--- src/rtl/pipe_hazard_ctrl_pkg.sv ---
// Shared definitions for the pipeline sequencing controller:
// FSM state encoding, the NOP payload loaded on a flush and the default
// register-specifier width.
package pipe_ctrl_pkg;

   localparam int          REG_W_DEF = 3;
   localparam logic [15:0] NOP_INSTR = 16'h0800;

   typedef enum logic [1:0] {
      RUN    = 2'd0,
      MSTALL = 2'd1,
      HALT   = 2'd2
   } state_t;

endpackage

--- src/rtl/pipe_hazard_ctrl_hazard_cmp.sv ---
// Single register-dependency comparator: flags a match when the consumer
// actually reads its source, the producer actually writes, and the
// specifiers are equal.
module hazard_cmp #(
   parameter int REG_W = 3
) (
   input  logic [REG_W-1:0] src,
   input  logic             src_used,
   input  logic [REG_W-1:0] dst,
   input  logic             dst_written,
   output logic             match
);

   assign match = src_used & dst_written & (src == dst);

endmodule

--- src/rtl/pipe_hazard_ctrl.sv ---
// Pipeline sequencing controller for the 5-stage core. Generates PC / FD /
// DX / XM write-enables and flushes from data hazards, taken branches,
// memory busy stalls and HALT retirement, and counts stalled cycles.
// Build option: PIPE_FORWARD_EN -- when defined, only load-use stalls
// (forwarding paths cover the rest); otherwise any RAW against EX or MEM
// stalls until the producer leaves MEM.
import pipe_ctrl_pkg::*;

module pipe_hazard_ctrl #(
   parameter int REG_W = REG_W_DEF,
   parameter int CNT_W = 16
) (
   input  logic             clk,
   input  logic             rst,
   input  logic             fd_valid,
   input  logic [REG_W-1:0] fd_rs,
   input  logic [REG_W-1:0] fd_rt,
   input  logic             fd_uses_rs,
   input  logic             fd_uses_rt,
   input  logic             fd_halt,
   input  logic [REG_W-1:0] dx_rd,
   input  logic             dx_regwrite,
   input  logic             dx_memread,
   input  logic [REG_W-1:0] xm_rd,
   input  logic             xm_regwrite,
   input  logic             br_taken,
   input  logic             imem_stall,
   input  logic             dmem_stall,
   output logic             pc_we,
   output logic             fd_we,
   output logic             fd_flush,
   output logic             dx_we,
   output logic             dx_flush,
   output logic             xm_we,
   output logic             halted,
   output logic [CNT_W-1:0] stall_cnt
);

   state_t           state_reg, state_next;
   logic [CNT_W-1:0] stall_cnt_reg;

   // Comparator operands: index bit 0 picks rs/rt, bit 1 picks dx/xm.
   logic [1:0][REG_W-1:0] src_vec;
   logic [1:0]            src_use;
   logic [1:0][REG_W-1:0] dst_vec;
   logic [1:0]            dst_wr;
   logic [3:0]            match;
   logic                  raw_dx, raw_xm, data_hazard;

   assign src_vec = {fd_rt, fd_rs};
   assign src_use = {fd_uses_rt, fd_uses_rs};
   assign dst_vec = {xm_rd, dx_rd};
   assign dst_wr  = {xm_regwrite, dx_regwrite};

   genvar gi;
   generate
      for (gi = 0; gi < 4; gi++) begin : g_cmp
         hazard_cmp #(.REG_W(REG_W)) u_cmp (
            .src         (src_vec[gi % 2]),
            .src_used    (src_use[gi % 2]),
            .dst         (dst_vec[gi / 2]),
            .dst_written (dst_wr[gi / 2]),
            .match       (match[gi])
         );
      end
   endgenerate

   // MW never hazards: the register file writes through.
   assign raw_dx = fd_valid & (match[0] | match[1]);
   assign raw_xm = fd_valid & (match[2] | match[3]);

`ifdef PIPE_FORWARD_EN
   logic unused_raw_xm;
   assign unused_raw_xm = raw_xm;
   assign data_hazard   = raw_dx & dx_memread;
`else
   logic unused_memread;
   assign unused_memread = dx_memread;
   assign data_hazard    = raw_dx | raw_xm;
`endif

   // State register and saturating stall counter, both cleared asynchronously.
   always_ff @(posedge clk or posedge rst) begin
      if (rst) begin
         state_reg     <= RUN;
         stall_cnt_reg <= '0;
      end else begin
         state_reg <= state_next;
         if (!pc_we && state_reg != HALT && stall_cnt_reg != {CNT_W{1'b1}})
            stall_cnt_reg <= stall_cnt_reg + 1'b1;
      end
   end

   // Priority-ordered control decode; first matching condition wins.
   always_comb begin
      pc_we      = 1'b1;
      fd_we      = 1'b1;
      fd_flush   = 1'b0;
      dx_we      = 1'b1;
      dx_flush   = 1'b0;
      xm_we      = 1'b1;
      state_next = (state_reg == HALT) ? HALT : RUN;

      if (dmem_stall) begin
         // Full freeze; a halted core stays halted underneath it.
         pc_we = 1'b0;
         fd_we = 1'b0;
         dx_we = 1'b0;
         xm_we = 1'b0;
         if (state_reg != HALT)
            state_next = MSTALL;
      end else if (state_reg == HALT) begin
         // Keep feeding bubbles so older instructions drain out.
         pc_we    = 1'b0;
         fd_flush = 1'b1;
         dx_flush = 1'b1;
      end else if (br_taken) begin
         // Redirect wins over hazards and fetch stalls; squash FD and DX.
         fd_flush = 1'b1;
         dx_flush = 1'b1;
      end else if (data_hazard) begin
         pc_we    = 1'b0;
         fd_we    = 1'b0;
         dx_flush = 1'b1;
      end else if (imem_stall) begin
         pc_we    = 1'b0;
         fd_flush = 1'b1;
         if (fd_valid && fd_halt)
            state_next = HALT;
      end else begin
         if (fd_valid && fd_halt)
            state_next = HALT;
      end

      if (rst) begin
         pc_we    = 1'b0;
         fd_we    = 1'b0;
         fd_flush = 1'b1;
         dx_we    = 1'b0;
         dx_flush = 1'b1;
         xm_we    = 1'b0;
      end
   end

   assign halted    = (state_reg == HALT) & ~rst;
   assign stall_cnt = stall_cnt_reg;

endmodule

--- config.mk ---
export PLATFORM = sky130hd
export DESIGN_NAME = pipe_hazard_ctrl
export DESIGN_NICKNAME = d
export VERILOG_FILES = /design/src/rtl/pipe_hazard_ctrl_pkg.sv /design/src/rtl/pipe_hazard_ctrl_hazard_cmp.sv /design/src/rtl/pipe_hazard_ctrl.sv
export SDC_FILE = /design/constraint.sdc
export NUM_CORES = 1
export LEC_CHECK = 0
export CAP_MARGIN = 20
export CORE_ASPECT_RATIO = 1.75
export CORE_MARGIN = 4
export CORE_UTILIZATION = 42
export CTS_CLUSTER_DIAMETER = 50
export DETAILED_ROUTE_END_ITERATION = 10
export PLACE_DENSITY_LB_ADDON = 0.15
export SETUP_SLACK_MARGIN = 0.3
export SLEW_MARGIN = 20
export SYNTH_ARGS = -nofsm -noshare
export SYNTH_HDL_FRONTEND = slang
export SYNTH_SLANG_ARGS = --single-unit
--- constraint.sdc ---
create_clock -name clk -period 2.4 [get_ports clk]
set_input_delay 0.48 -clock clk [delete_from_list [all_inputs] [get_ports clk]]
set_output_delay 0.48 -clock clk [all_outputs]
set_load 0.05 [all_outputs]
; ---- After elaboration in Yosys (flattened, before gate mapping)
; Cells that the tools add are included.
[classes]
n_addsub = 1
eq_ne = 7
mux = 31
bitwise_logic = 15
n_reduce_logical = 4
[op_table]
columns = operator, n
row1 = 1-bit 2-to-1 mux, 24
row2 = "16-bit by 1-bit adder with 16-bit output, second input constant", 1
row3 = "16-bit inequality test, second input constant", 1
row4 = 2-bit 2-to-1 mux, 7
row5 = 3-bit equality test, 4
row6 = 1-bit AND, 11
row7 = 1-bit logical AND, 3
row8 = 1-bit bitwise OR, 3
row9 = "2-bit equality test, second input constant", 1
row10 = "2-bit inequality test, second input constant", 1
row11 = 1-bit logical NOT, 1
row12 = 1-bit NOT, 1
[totals]
ff_bits = 18
inputBits = 24
out_inout_bits = 23

; ---- Longest topological paths before layout
[depth]
ltp_word = 13
ltp_mapped = 8
ltp_nobuf = 7

; ---- Modules after synthesis
; Synthesis repeated with hierarchy kept, for this count alone.
[unflattened]
hier_cells = 111
hier_area_um2 = 1156.1
[modules_own_cells]
columns = module, instances, cells_each, area_per_inst_um2, seq_area_each_um2
row1 = pipe_hazard_ctrl, 1, 91, 985.9, 450.4
row2 = hazard_cmp, 4, 5, 42.5, 0.0

; ---- Worst setup path after synthesis
; No wires, ideal clock.
[synth_timing]
path_type = input port to output port
from = in xm_rd[2]
to = out fd_we
t_arrival_ns = 2.570
setup_slack_ns = -0.650
stages = 4
path_buffers = 0
path_cell_list = xor2_1 nor4_1 or4_4 a311oi_1
[synth_via]
elab_chain_cells = 10
elab_cells_between_ends = 12
classes_between = 2 x eq/ne / 5 x mux / 5 x bitwise
[synth_lines]
columns = element, line
row1 = from (decl), pipe_hazard_ctrl.sv:24  ; input logic [REG_W-1:0] xm_rd,
row2 = 3-bit equality test, pipe_hazard_ctrl_hazard_cmp.sv:14  ; assign match = src_used & dst_written & (src == dst);
row3 = 1-bit AND, pipe_hazard_ctrl_hazard_cmp.sv:14
row4 = 1-bit bitwise OR (*), pipe_hazard_ctrl.sv:70  ; assign raw_xm = fd_valid & (match[2] | match[3]);
row5 = 1-bit AND (*), pipe_hazard_ctrl.sv:70
row6 = 1-bit bitwise OR (*), pipe_hazard_ctrl.sv:79  ; assign data_hazard = raw_dx | raw_xm;
row7 = 1-bit 2-to-1 mux (*), pipe_hazard_ctrl.sv:121  ; end else if (data_hazard) begin
row8 = 1-bit 2-to-1 mux (*), pipe_hazard_ctrl.sv:117  ; end else if (br_taken) begin
row9 = 1-bit 2-to-1 mux (*), pipe_hazard_ctrl.sv:112  ; end else if (state_reg == HALT) begin
row10 = 1-bit 2-to-1 mux (*), pipe_hazard_ctrl.sv:104  ; if (dmem_stall) begin
row11 = 1-bit 2-to-1 mux (*), pipe_hazard_ctrl.sv:135  ; if (rst) begin
row12 = to (decl), pipe_hazard_ctrl.sv:30  ; output logic fd_we,
; Every way passes the cells marked *; elsewhere a longest branch is shown, timed or not.

; ---- Worst setup path in the final report
[layout_timing]
from = in fd_rs[2]
to = out pc_we
[layout_via]
elab_chain_cells = 10
elab_cells_between_ends = 14
classes_between = 2 x eq/ne / 5 x mux / 7 x bitwise
[layout_lines]
columns = element, line
row1 = from (decl), pipe_hazard_ctrl.sv:16  ; input logic [REG_W-1:0] fd_rs,
row2 = 3-bit equality test, pipe_hazard_ctrl_hazard_cmp.sv:14
row3 = 1-bit AND, pipe_hazard_ctrl_hazard_cmp.sv:14
row4 = "1-bit bitwise OR, on equally long branches", "pipe_hazard_ctrl.sv:69, pipe_hazard_ctrl.sv:70"
row5 = "1-bit AND, on equally long branches", "pipe_hazard_ctrl.sv:69, pipe_hazard_ctrl.sv:70"
row6 = 1-bit bitwise OR (*), pipe_hazard_ctrl.sv:79
row7 = 1-bit 2-to-1 mux (*), pipe_hazard_ctrl.sv:121
row8 = 1-bit 2-to-1 mux (*), pipe_hazard_ctrl.sv:117
row9 = 1-bit 2-to-1 mux (*), pipe_hazard_ctrl.sv:112
row10 = 1-bit 2-to-1 mux (*), pipe_hazard_ctrl.sv:104
row11 = 1-bit 2-to-1 mux (*), pipe_hazard_ctrl.sv:135
row12 = to (decl), pipe_hazard_ctrl.sv:29  ; output logic pc_we,
; Marked as above.

==> out/results.ini <==
[run_status]
status=finished, final reports clean

[finish]
largest_reg_flops=16
drive_gt1_share_pct=35.2
finalCoreUtilization_pct=73.6
final_cells=185
final_cell_area_um2=1860
n_fill_cell=200
area_delta_synth_final_pct=66.6
layout.nets=185
diodes=0

[setup_path]
path_class=primary input to output port
required_ns=1.92
cp-end-kind=output port
endpoint=pc_we
crit_fanout=4
r2r-start=stall_cnt[0]
regToRegSetupSlack_ns=0.44
cp-start-kind=primary input
r2r-end=stall_cnt[1]
startpoint=fd_rs[2]
reg2reg_depth=6
cp.arrival_ns=1.87

[drt]
final_antenna_net_count=0
first_iter_violations=13
wl_per_cell_um=15.2
drc=0
drt_pre_antenna_iters=4
routed_wl_um=2820
via_per_inst=5.37
num_vias=993

[worst_hold_path]
min_path_type=flip-flop to flip-flop
hp-start=stall_cnt[14]

[timing]
worstMarginPinSlew_ns=0.509
hold_violations=0
fmax_ghz=0.426
setup_slack_ns=0.0504
drv_slew=0
grt_setup_unrepaired=true
maxSlewHeadroom_pct=66.0
fin_worst_skew_ns=0.00132
timing.final.crit_share_pct=97.9
setup_violations=0
finalCriticalPeriod_ns=2.35

[clock_tree]
cts_sinks=18
cts_buffers=3
clk_path_buf_depth=2
cts_tree=done
cts_hold_buf=0
cts_root_buffer=clkbuf_8
htreeDepth=1
cts.clk_slew.worst_paths_ns=0.07
clk_latency_ns=0.25

[pwr]
p_per_area_nw_per_um2=377
p_leak_nw=0.797
vdd_ir_drop_max_mv=0.263

[global_route]
grt_overflow_total=0
antenna_found_initial=0
grt_pass1_wl_um=4800
grt_max_degree=19
track_usage_pct=17.8
grt_pass1_vias=1105

[floorplan]
start_util_pct=44.2
core-area_um2=2520
die_x_um=46.9
die-area_um2=3580
row_count=24
die_h_um=76.2
io_pins=47

[synthesis]
yosysWarnings=0
synth.distinct_cells=31
synth_area_um2=1110
syn_area_per_cell_um2=10.7
synth.ff_latch_count=18
syn_nets=129
synth_cells=104
seq_area_frac_synth_pct=40.4

[place]
hpwlAfterDp_um=2250
io_buffers=45
dp_slack_ns=-0.423
placed_area_um2=1730
place_congestion=0.778
dp.cells=180

[flow_run]
maxCapViolCount=0

placed cells by master (no fill, tap or decap), types with 3 or more instances in the layout:
master	n
nand3_2	7
clkdlybuf4s15_1	4
buf_12	6
buf_6	10
dfrtp_1	18
clkbuf_8	4
nor4_1	4
buf_4	9
nand4_1	5
and3_1	4
clkdlybuf4s50_1	22
xor2_1	10
xnor2_1	14
nand2_1	5
and4_1	3
xor2_2	3
final cells by class:
cell class	instances	area [µm²]	share of cell area, %
repair buffers	54	596	32.1
well taps	26	32.5	1.75
clock buffers	4	55.1	2.96
inverters	1	3.75	0.202
multi-input cells	82	719	38.7
flip-flops and latches	18	450	24.3
per-layer routing:
layer  vias up  routed length (µm)  GRT usage (%)
li1        473                   -              -
met1       479                 892           19.0
met2        36                1690           32.0
met3         5                 185           3.07
met4         0                  53           6.65
met5         -                   0              0
metrics by stage:
step / hold WS, ns / total power [mW] / setup TNS (ns)
2_1_floorplan: 0.481 / 0.365 / 0
3_3_place_gp: 0.478 / 0.448 / -3.93
3_5_place_dp: 0.492 / 0.451 / -4.48
4_1_cts: 0.506 / 0.699 / 0
5_1_grt: 0.524 / 0.729 / 0
6_report: 0.503 / 0.700 / 0
logic make-up (layout without fill, tap and decap cells):
family	Yosys count	in the layout	share of synthesized area, %
muxes	1	1	1.01
AOI/OAI and AO/OA	7	7	5.39
adders and majority gates	1	1	1.12
xor gates and xnor gates	27	27	21.2
and+or+nand+nor	46	46	27.6
buffers and inverters	4	59	3.25
DFF	18	18	40.4
worst max-delay path: stages:
cell	delay, ns
buf_6	0.10
xor2_1	0.15
nor4_1	0.08
or4_4	0.57
buf_4	0.17
a21oi_4	0.15
buf_12	0.15
timing repair:
item | 4_1_cts | 5_1_grt
cloned | 0 | 0
resized for setup | 69 | 13
buffers inserted | 0 | 1
endpoints found under the setup margin | 20 | 4
pin swaps | 17 | 7
cell usage after synthesis:
cell type  count  area (µm²)
o221a_2        1        11.3
o21ai_0        1        5.00
and4_1         3        26.3
buf_2          1        5.00
a311oi_1       1        8.76
nand4_1        5        31.3
ha_1           1        12.5
buf_4          1        7.51
xor2_1        13         114
and3_1         4        25.0
nand3_1        2        10.0
nand2_2        2        12.5
xnor2_1       14         123
or4_4          1        11.3
nor2_1         2        7.51
nand2b_1       2        12.5
inv_1          1        3.75
nand3_2        7        70.1
nand2_1        7        26.3
o21a_4         1        15.0
and3_2         1        7.51
a21oi_1        1        5.00
dfrtp_1       18         450
a21boi_0       1        7.51
nand4b_1       2        17.5
and2_1         2        12.5
nor2b_1        2        12.5
nor4_1         4        25.0
a21o_1         1        7.51
mux2_2         1        11.3
buf_12         1        20.0
worst min-delay path by stage:
stage	end	slack, ns	depth (start not counted)
5_1_grt	stall_cnt[7]	0.52	1
3_5_place_dp	stall_cnt[14]	0.49	1
6_report	stall_cnt[14]	0.50	1
3_3_place_gp	stall_cnt[7]	0.48	1
2_1_floorplan	stall_cnt[0]	0.48	1
4_1_cts	stall_cnt[14]	0.51	1
where the power goes:
part | switching [mW] | internal, mW | total, mW
Sequential | 0 | 0.303 | 0.303
Combinational | 0.0714 | 0.0809 | 0.152
Clock | 0.0992 | 0.146 | 0.245
(Power assumes the default switching activity.)
